### src/rtl/retry_pkg.sv
// Shared types and helpers for the remote-retry responder.
// Holds the RRSM state encoding and LLRB pointer arithmetic.
package retry_pkg;

    localparam int RETRY_PTR_W = 8;
    localparam int RETRY_NUM_W = 5;

    typedef enum logic [1:0] {
        RRSM_NORMAL = 2'd0,
        RRSM_LLRACK = 2'd1,
        RRSM_REPLAY = 2'd2
    } rrsm_state_e;

    function automatic logic [RETRY_PTR_W-1:0] wrap_inc(
        input logic [RETRY_PTR_W-1:0] ptr,
        input logic [RETRY_PTR_W-1:0] wrap
    );
        if (ptr == wrap)
            return '0;
        return ptr + RETRY_PTR_W'(1);
    endfunction

    function automatic logic [RETRY_PTR_W:0] replay_count(
        input logic [RETRY_PTR_W-1:0] wrt,
        input logic [RETRY_PTR_W-1:0] req,
        input logic [RETRY_PTR_W-1:0] wrap
    );
        logic [RETRY_PTR_W:0] w_w;
        logic [RETRY_PTR_W:0] w_r;
        logic [RETRY_PTR_W:0] w_k;
        w_w = {1'b0, wrt};
        w_r = {1'b0, req};
        w_k = {1'b0, wrap};
        if (wrt >= req)
            return w_w - w_r;
        return w_w + w_k + (RETRY_PTR_W+1)'(1) - w_r;
    endfunction

endpackage

### src/rtl/retry_rrsm_responder.sv
// Remote-retry responder: answers RETRY.REQ with a RETRY.ACK
// request, then rewinds the LLRB read pointer and replays flits.
module retry_rrsm_responder
    import retry_pkg::*;
#(
    parameter int PTR_W = RETRY_PTR_W,
    parameter int NUM_W = RETRY_NUM_W
) (
    input  logic             i_clk,
    input  logic             i_rst_n,
    input  logic             i_pl_lnk_up,
    input  logic [PTR_W-1:0] i_register_file_llr_wrap_value,
    input  logic [PTR_W-1:0] i_wrt_ptr,
    input  logic             unpacker_req_seq_flag,
    input  logic [PTR_W-1:0] unpacker_rdptr_eseq_num,
    input  logic [NUM_W-1:0] unpacker_retryreq_num,
    input  logic             controller_ack_sent_flag,
    input  logic             i_replay_ready,
    output logic             retry_send_ack_seq,
    output logic [NUM_W-1:0] retry_ack_num_retry,
    output logic [PTR_W-1:0] retry_ack_wrt_ptr,
    output logic             retry_ack_empty_bit,
    output logic             retry_rd_en,
    output logic [PTR_W-1:0] retry_rd_ptr,
    output logic             retry_replay_active,
    output logic             retry_replay_done,
    output logic             retry_req_err,
    output logic [1:0]       RRSM
);

    rrsm_state_e      r_state;
    logic             r_send_ack;
    logic [NUM_W-1:0] r_num_retry;
    logic [PTR_W-1:0] r_ack_wrt_ptr;
    logic             r_empty;
    logic [PTR_W-1:0] r_rd_ptr;
    logic [PTR_W:0]   r_cnt;
    logic             r_done;
    logic             r_err;

    rrsm_state_e      w_state;
    logic             w_send_ack;
    logic [NUM_W-1:0] w_num_retry;
    logic [PTR_W-1:0] w_ack_wrt_ptr;
    logic             w_empty;
    logic [PTR_W-1:0] w_rd_ptr;
    logic [PTR_W:0]   w_cnt;
    logic [PTR_W:0]   w_new_cnt;
    logic             w_done;
    logic             w_err;
    logic             w_req_vld;
    logic             w_req_bad;
    logic             w_accept;
    logic             w_cnt_zero;
    logic             w_rd_en;

    // Request qualification and the zero-latency replay read strobe
    always_comb begin
        w_req_vld  = unpacker_req_seq_flag & i_pl_lnk_up;
        w_req_bad  = unpacker_rdptr_eseq_num > i_register_file_llr_wrap_value;
        w_accept   = w_req_vld & ~w_req_bad;
        w_cnt_zero = (r_cnt == '0);
        w_new_cnt  = replay_count(i_wrt_ptr, unpacker_rdptr_eseq_num,
                                  i_register_file_llr_wrap_value);
        w_rd_en    = (r_state == RRSM_REPLAY) & i_replay_ready & ~w_cnt_zero
                   & ~w_accept & i_pl_lnk_up;
    end

    // Next state; a new request always wins over ack/last-read events
    always_comb begin
        w_state       = r_state;
        w_send_ack    = r_send_ack;
        w_num_retry   = r_num_retry;
        w_ack_wrt_ptr = r_ack_wrt_ptr;
        w_empty       = r_empty;
        w_rd_ptr      = r_rd_ptr;
        w_cnt         = r_cnt;
        w_done        = 1'b0;
        w_err         = 1'b0;
        if (!i_pl_lnk_up) begin
            w_state       = RRSM_NORMAL;
            w_send_ack    = 1'b0;
            w_num_retry   = '0;
            w_ack_wrt_ptr = '0;
            w_empty       = 1'b0;
            w_rd_ptr      = '0;
            w_cnt         = '0;
        end else if (w_accept) begin
            w_state       = RRSM_LLRACK;
            w_send_ack    = 1'b1;
            w_num_retry   = unpacker_retryreq_num;
            w_ack_wrt_ptr = i_wrt_ptr;
            w_rd_ptr      = unpacker_rdptr_eseq_num;
            w_cnt         = w_new_cnt;
            w_empty       = (w_new_cnt == '0);
        end else begin
            w_err = w_req_vld;
            case (r_state)
                RRSM_NORMAL: w_state = RRSM_NORMAL;
                RRSM_LLRACK: begin
                    if (controller_ack_sent_flag) begin
                        w_send_ack = 1'b0;
                        if (w_cnt_zero) begin
                            w_state = RRSM_NORMAL;
                            w_done  = 1'b1;
                        end else begin
                            w_state = RRSM_REPLAY;
                        end
                    end
                end
                RRSM_REPLAY: begin
                    if (w_rd_en) begin
                        w_rd_ptr = wrap_inc(r_rd_ptr,
                                            i_register_file_llr_wrap_value);
                        w_cnt    = r_cnt - (PTR_W+1)'(1);
                        if (r_cnt == (PTR_W+1)'(1)) begin
                            w_state = RRSM_NORMAL;
                            w_done  = 1'b1;
                        end
                    end
                end
                default: w_state = RRSM_NORMAL;
            endcase
        end
    end

    // State and response registers
    always_ff @(posedge i_clk or negedge i_rst_n) begin
        if (!i_rst_n) begin
            r_state       <= RRSM_NORMAL;
            r_send_ack    <= 1'b0;
            r_num_retry   <= '0;
            r_ack_wrt_ptr <= '0;
            r_empty       <= 1'b0;
            r_rd_ptr      <= '0;
            r_cnt         <= '0;
            r_done        <= 1'b0;
            r_err         <= 1'b0;
        end else begin
            r_state       <= w_state;
            r_send_ack    <= w_send_ack;
            r_num_retry   <= w_num_retry;
            r_ack_wrt_ptr <= w_ack_wrt_ptr;
            r_empty       <= w_empty;
            r_rd_ptr      <= w_rd_ptr;
            r_cnt         <= w_cnt;
            r_done        <= w_done;
            r_err         <= w_err;
        end
    end

    assign retry_send_ack_seq  = r_send_ack;
    assign retry_ack_num_retry = r_num_retry;
    assign retry_ack_wrt_ptr   = r_ack_wrt_ptr;
    assign retry_ack_empty_bit = r_empty;
    assign retry_rd_en         = w_rd_en;
    assign retry_rd_ptr        = r_rd_ptr;
    assign retry_replay_active = (r_state == RRSM_REPLAY);
    assign retry_replay_done   = r_done;
    assign retry_req_err       = r_err;
    assign RRSM                = r_state;

endmodule

### config.mk
export PLATFORM = sky130hd
export DESIGN_NAME = retry_rrsm_responder
export DESIGN_NICKNAME = d
export VERILOG_FILES = /design/src/rtl/retry_pkg.sv /design/src/rtl/retry_rrsm_responder.sv
export SDC_FILE = /design/constraint.sdc
export NUM_CORES = 1
export LEC_CHECK = 0
export ABC_AREA = 1
export BUFFER_PORTS_ARGS = -buffer_cell sky130_fd_sc_hd__clkbuf_2
export CAP_MARGIN = 0
export CORE_UTILIZATION = 57
export CTS_CLUSTER_DIAMETER = 80
export DETAILED_ROUTE_END_ITERATION = 12
export HOLD_SLACK_MARGIN = 0.02
export PLACE_DENSITY_LB_ADDON = 0.25
export SLEW_MARGIN = 20
export SYNTH_ARGS = -nofsm -noshare
export SYNTH_HDL_FRONTEND = slang
export SYNTH_SLANG_ARGS = --single-unit
export TNS_END_PERCENT = 1
### constraint.sdc
create_clock -name i_clk -period 1.85 [get_ports i_clk]
set_input_delay 0.185 -clock i_clk [delete_from_list [all_inputs] [get_ports i_clk]]
set_output_delay 0.185 -clock i_clk [all_outputs]
set_load 0.1 [all_outputs]
==> impl_results.md, run 1 <==
* Clk sinks at 36
* CTS max path bufs at 2
* R2R Setup Slk at -0.03 ns
* Cells after Synth at 497
* Syn Nets at 573
* Measured slew at the worst slew-check pin at 0.725 ns
* Grt ovf at 0
* Post-DP HPWL at approximately 8300 um
* Worst R2R Start: r_cnt[6]
* Nets at 714
* Fin. Hold Viols at 0
* Setup crit end: retry_req_err
* Met2 wire len at between 6000 and 7000 um
* Vias per Instance at 6.22
* CTS Buf Count at 5
* Die area at 6420 sq um
* Max-slew violation count at 0
* Crit path launch type: input port
* Placed standard-cell area at 4400 sq um
* Final WS setup at -0.302 ns
* Most frequent cells in the layout: nand2_1 (121), inv_1 (71), buf_4 (68)
* Pin count of the biggest net entering global routing at 26
* Vias at 4439
* Total leakage power at 2.72 nW
* CP Data Required Time at 2.08 ns
* RSZ-0062 raised after global routing: true
* FP Rows at 28
* CTS tree: yes
* Antenna-violating nets left at 0
* Synthesized flop and latch total at 36
* Placed Cells at 689
* Sequential element share of the synthesized area at 0.259
* Residual DRC count at 1
* Met3 wire len at 1840 um
* Peak supply drop at between 0.5 and 0.6 mV
* Met1 wire length at between 5000 and 6000 um
* Final Cycle Share at 1.16
* Post-synth top flop: dfrtp_1
* Clock-pin slew on the worst setup and hold paths at 0.09 ns
* Commonest non-fill, non-tap cell in the layout: nand2_1
* Placer Congestion at 0.881
* Vias in the first global route at around 4000
* IO Count at 64
* Core Region at just under 6000 sq um
* Initial Util at 0.588
* CP Launch Point: i_register_file_llr_wrap_value[0]
* Crit Reg-Reg Endpoint: retry_rd_ptr[0]
* Number of buffers added on ports at 63
* Worst Hold Class: input port to register
* Setup violations, final at 35
* Die width at 80.1 um
* Crit end category: register
* Final cell count without fillers at 714
* First-pass GRT wire length at 19300 um
* Cell area power density at 763 nW/um^2
* Ys Warns at 0
* Minimum clock period after layout at approximately 2.2 ns
* Clk_lat worst skew at 0.31 ns
* ANT cells at 0
* Critical path arrival at 2.38 ns
* Netlist cell types at 37
* Mapped cell area at 3480 sq um
* Layout cells sized above 1 at 0.393
* Crit path kind: input port to register
* Detailed Routing Iterations Pass 1 at 11
* CTS H-tree depth at 2
* Post-synth ARST share at 1.00
* Initial antenna violation count at 0
* Die Ht at 80.1 um
* Slew HR at 0.517
* Area Growth Syn to Fin at 45.1%
* Run status: complete, but fails checks
* Per-cell routed wire length at 20.3 um
* DR iter-0 viols at 528
* Final WL at 14500 um
* Failing checks: DRC, setup timing
* Post-synth EDFFs at 0
* Top layer in use: met4
* Synthesized area per cell at 7.00 sq um
* Crit Path Max Fanout at 2
* Clock skew after layout at around 0.011 ns
* All-Layer GR Usage at 0.403
* Finished Cell Area at 5050 sq um
* Max Cap Viol at 0
* Worst Reg-to-Reg Cells at 10
* # fillers at 302
* Root Driver: clkbuf_8
* Fmax at 465 MHz
* Hold_sp: unpacker_retryreq_num[3]
Yosys cell counts (2+ instances only):
library cell | number | area [sq um]
o21ai_1 | 7 | 35.0
fa_1 | 9 | 180
inv_2 | 4 | 15.0
a22o_1 | 5 | 43.8
nand2_1 | 143 | 537
nand3b_1 | 5 | 37.5
a21oi_1 | 14 | 70.1
inv_1 | 90 | 338
a21o_1 | 2 | 15.0
nand2_2 | 8 | 50.1
o22ai_1 | 4 | 25.0
buf_2 | 4 | 20.0
o21ai_0 | 18 | 90.1
nor2_1 | 26 | 97.6
nand3_1 | 37 | 185
nand4_1 | 13 | 81.3
nor2_2 | 4 | 25.0
xnor2_1 | 5 | 43.8
xor2_1 | 14 | 123
dfrtp_1 | 36 | 901
ha_1 | 32 | 400
nor3_1 | 2 | 10.0
registers in the layout, summed over array words and instances (netlist names):
| signal | cells |
|---|---|
| retry_replay_done | 1 |
| retry_ack_wrt_ptr | 8 |
| retry_rd_ptr | 8 |
| retry_req_err | 1 |
| retry_ack_num_retry | 5 |
| retry_send_ack_seq | 1 |
| RRSM | 2 |
| retry_ack_empty_bit | 1 |
| r_cnt | 9 |
layout make-up:
cell class | instances | area [sq um] | area share
Multi-Input combinational cell | 361 | 2530 | 0.502
Timing Repair Buffer | 140 | 1020 | 0.201
Sequential cell | 36 | 912 | 0.181
Inverter | 94 | 368 | 0.0728
Clock buffer | 7 | 96.3 | 0.0191
Tap cell | 75 | 93.8 | 0.0186
Clock inverter | 1 | 30.0 | 0.00595
per-stage QoR:
stage	power [mW]	util	setup TNS (ns)	hold WS, ns	setup slack, ns
after floorplan	2.02	-	-1.54	-0.111	-0.170
after global placement	2.51	0.743	-5.53	0.242	-0.426
after detailed placement	2.56	0.743	-7.73	0.243	-0.487
after CTS	3.49	0.811	0	0.113	0.000783
after global routing	3.97	0.853	-6.60	0.114	-0.285
final	3.85	0.853	-6.22	0.0966	-0.302
power by group:
group,internal [mW],total [mW],switching (mW)
combinational,0.757,2.11,1.36
sequential,0.859,0.929,0.0702
clock,0.476,0.809,0.333
per-layer routing:
metal / track usage / up-vias
met4: 0.202 / 0
met2: 0.699 / 433
met1: 0.456 / 2033
met5: 0.0455 / -
met3: 0.0977 / 126
li1: - / 1847
what timing repair did:
action	in CTS	in global routing
hold buffers	1	0
setup buffers	11	5
endpoints found under the hold margin	24	0
pin swaps	16	30
resized for setup	36	71
endpoints found under the setup margin	11	36
cloned	0	0
critical path: stages:
cell	delay (ns)
clkbuf_2	0.11
buf_4	0.15
ha_2	0.23
inv_2	0.14
nand2_2	0.14
nand2_2	0.12
nand2_2	0.06
nand2_2	0.07
nand2_2	0.06
nand2_2	0.09
nand2_2	0.09
buf_4	0.14
buf_4	0.13
buf_4	0.12
buf_4	0.12
buf_4	0.13
buf_4	0.13
nor2_1	0.15
worst min path at each step:
stage,to,depth (start not counted)
final,retry_ack_num_retry[3],2
after global placement,retry_rd_ptr[6],1
after global routing,retry_ack_num_retry[4],2
after detailed placement,retry_rd_ptr[6],1
after floorplan,r_cnt[0],0
after CTS,retry_ack_num_retry[3],2
logic make-up (layout without fill, tap and decap cells):
group / count (synthesis) / in the layout / synth area share
DFF: 36 / 36 / 0.259
buffers and inverters: 100 / 242 / 0.111
and+or+nand+nor: 248 / 248 / 0.328
AOI/OAI and AO/OA: 53 / 53 / 0.0870
xor gates and xnor gates: 19 / 19 / 0.0478
adders and majority gates: 41 / 41 / 0.167
No activity file was read; power rests on OpenSTA's default activity.
==> inputs of run 2 (changes only) <==
==> constraint.sdc (replaced) <==
create_clock -name i_clk -period 1.85 [get_ports i_clk]
set_input_delay 0.0925 -clock i_clk [delete_from_list [all_inputs] [get_ports i_clk]]
set_output_delay 0.0925 -clock i_clk [all_outputs]
set_load 0.1 [all_outputs]
==> run 2 against run 1 <==
Compared with the run above:
- the run still ends with DRC, setup timing left
- critical path depth is 2 lower
- largest power group unchanged
- clock-buffer cell count stayed put
- critical path type is now input port to output port
- largest cell class unchanged
- first-iteration DRC count is 57% lower
- combinational power is 15% lower
==> impl_results.md, run 2 (synthesis gave the netlist of run 1 again) <==
* Run status: complete, but fails checks
* Failing checks: DRC, setup timing
* Final cell count without fillers at 702
* Finished Cell Area at 4700 sq um
* Die Ht at 80.1 um
* Buf+Inv Stages, Crit Path at 6
* CTS Buf Count at 5
* GRT met2 Usage at 0.568
* Crit path kind: input port to output port
* Die width at between 80 and 90 um
* Top reg by flops: r_cnt
* Placer Congestion at 0.923
* WHS at 0.0265 ns
* Number of buffers added on ports at 63
* Number of flip-flops in the largest register at 9
* # fillers at 398
* Cell mode on critical path: nand2_1
* Core Region at 5920 sq um
* Stages on worst setup path at 16
* Max-slew violation count at 0
* DR iter-0 viols at 227
* Placed Cells at 686
* Clk_lat worst skew at approximately 0.29 ns
* Clock skew after layout at 0.00304 ns
* ANT cells at 0
* Layout cells sized above 1 at 0.317
* CP Data Required Time at 1.76 ns
* Final WL at 10900 um
* Met1 GRT Util at 0.422
* Crit path max-delay family: buffers and inverters
* Slew HR at 0.637
* Detailed Routing Iterations Pass 1 at 9
* First-pass GRT wire length at 16200 um
* Placed standard-cell area at 4360 sq um
* Cell area power density at slightly below 700 nW/um^2
* Fin Setup TNS at -0.00122 ns
* Max Cap Viol at 0
* Pin count of the biggest net entering global routing at 20
* Crit path launch type: input port
* Slowest CP cell: ha_4
* Residual DRC count at 1
* Root Driver: clkbuf_8
* Clock-pin slew on the worst setup and hold paths at about 0.07 ns
* Worst R2R Start: r_cnt[6]
* Grt peak-use layer: met2
* Clk sinks at 36
* Nets at 702
* Total leakage power at 2.60 nW
* Most frequent cells in the layout: nand2_1 (136), inv_1 (77), buf_4 (61)
* Minimum clock period after layout at 1.85 ns
* Commonest non-fill, non-tap cell in the layout: nand2_1
* Crit end category: output port
* Critical path arrival at 1.76 ns
* Per-cell routed wire length at approximately 16 um
* RSZ-0062 raised after global routing: true
* Antenna-violating nets left at 0
* Hold Crit Depth at 2
* Area Growth Syn to Fin at 35.2%
* Final WS setup at -0.00122 ns
* Measured slew at the worst slew-check pin at 0.546 ns
* All-Layer GR Usage at 0.328
* CTS H-tree depth at 2
* Hold_sp: unpacker_retryreq_num[0]
* Crit Path Max Fanout at 8
* CTS max path bufs at 2
* Fin. Hold Viols at 0
* Post-DP HPWL at 7970 um
* FP Rows at 28
* Setup violations, final at 1
* Fmax at 540 MHz
* CP max stage delay at 0.26 ns
* Vias per Instance at 5.52
* Final Cycle Share at 1.00
* CTS tree: yes
* Vias in the first global route at 3645
* Initial Util at 0.588
* Met3 GRT Util at 0.0489
* Initial antenna violation count at 0
* CP Launch Point: i_register_file_llr_wrap_value[3]
* Worst-path cell chain: clkbuf_2 -> inv_2 -> buf_4 -> ha_4 -> nand2_1 -> inv_1 -> nand2_1 -> nand2_1 -> nand2_1 -> nand2_2 -> nand2_2 -> nand2_4 -> nand2_4 -> buf_12 -> nor2_4 -> buf_12
* Worst Hold Class: input port to register
* Vias at 3876
* Pwr Total at between 3 and 4 mW
* Grt ovf at 0
* IO Count at 64
* Peak supply drop at 0.575 mV
* Die area at 6420 sq um
* Worst Reg-to-Reg Cells at 10
run 2: final timing paths:
kind	to	slack, ns
max	retry_rd_en	-0.001
min	retry_ack_num_retry[0]	0.03
max reg2reg	retry_rd_ptr[2]	0.09
min reg2reg	retry_ack_wrt_ptr[3]	0.49
max in group asynchronous	r_cnt[5]	1.03
min in group asynchronous	retry_rd_ptr[6]	0.27
run 2: cell type report:
| type | count | area (sq um) | share of cell area |
|---|---|---|---|
| clock inverter | 1 | 5.00 | 0.00106 |
| tap | 75 | 93.8 | 0.0199 |
| timing repair buffer | 128 | 873 | 0.186 |
| multi-input combinational | 361 | 2390 | 0.508 |
| sequential | 36 | 912 | 0.194 |
| clock buffer | 7 | 76.3 | 0.0162 |
| inverter | 94 | 353 | 0.0750 |
run 2: stage by stage:
step | worst slack [ns] | utilization
3_5_place_dp | -0.386 | 0.737
5_1_grt | -0.0790 | 0.795
4_1_cts | -0.00633 | 0.766
2_1_floorplan | -0.170 | -
3_3_place_gp | -0.375 | 0.737
6_report | -0.00122 | 0.795
run 2: report_power, final:
group,switching (mW),leakage (nW),internal (mW),total [mW]
Sequential,0.0611,0.474,0.859,0.920
Clock,0.288,0.0422,0.264,0.552
Combinational,1.15,2.09,0.650,1.80
Total,1.50,2.60,1.77,3.28
run 2: per-layer routing:
layer / share of wire / wire length [um]
met1: 0.42 / 4570
met2: 0.49 / 5290
met3: 0.063 / 685
met4: 0.032 / 354
met5: 0 / 0
run 2: repair_timing:
item | in CTS | in global routing
endpoints found under the setup margin | 6 | 19
hold endpoints to repair | 17 | 0
hold buffers | 1 | 0
pin swaps | 8 | 22
gates resized for setup | 12 | 33
buffers inserted | 3 | 4
run 2: worst register-to-register path, cell delays in order (launching register included):
cell and delay, ns:
dfrtp_1 0.39, inv_1 0.10, nand2_1 0.12, nor2_4 0.18
nand4_4 0.13, nand3_4 0.17, inv_2 0.10, nand2_2 0.11
nand2_4 0.11, nand4_1 0.12, nand3_1 0.11
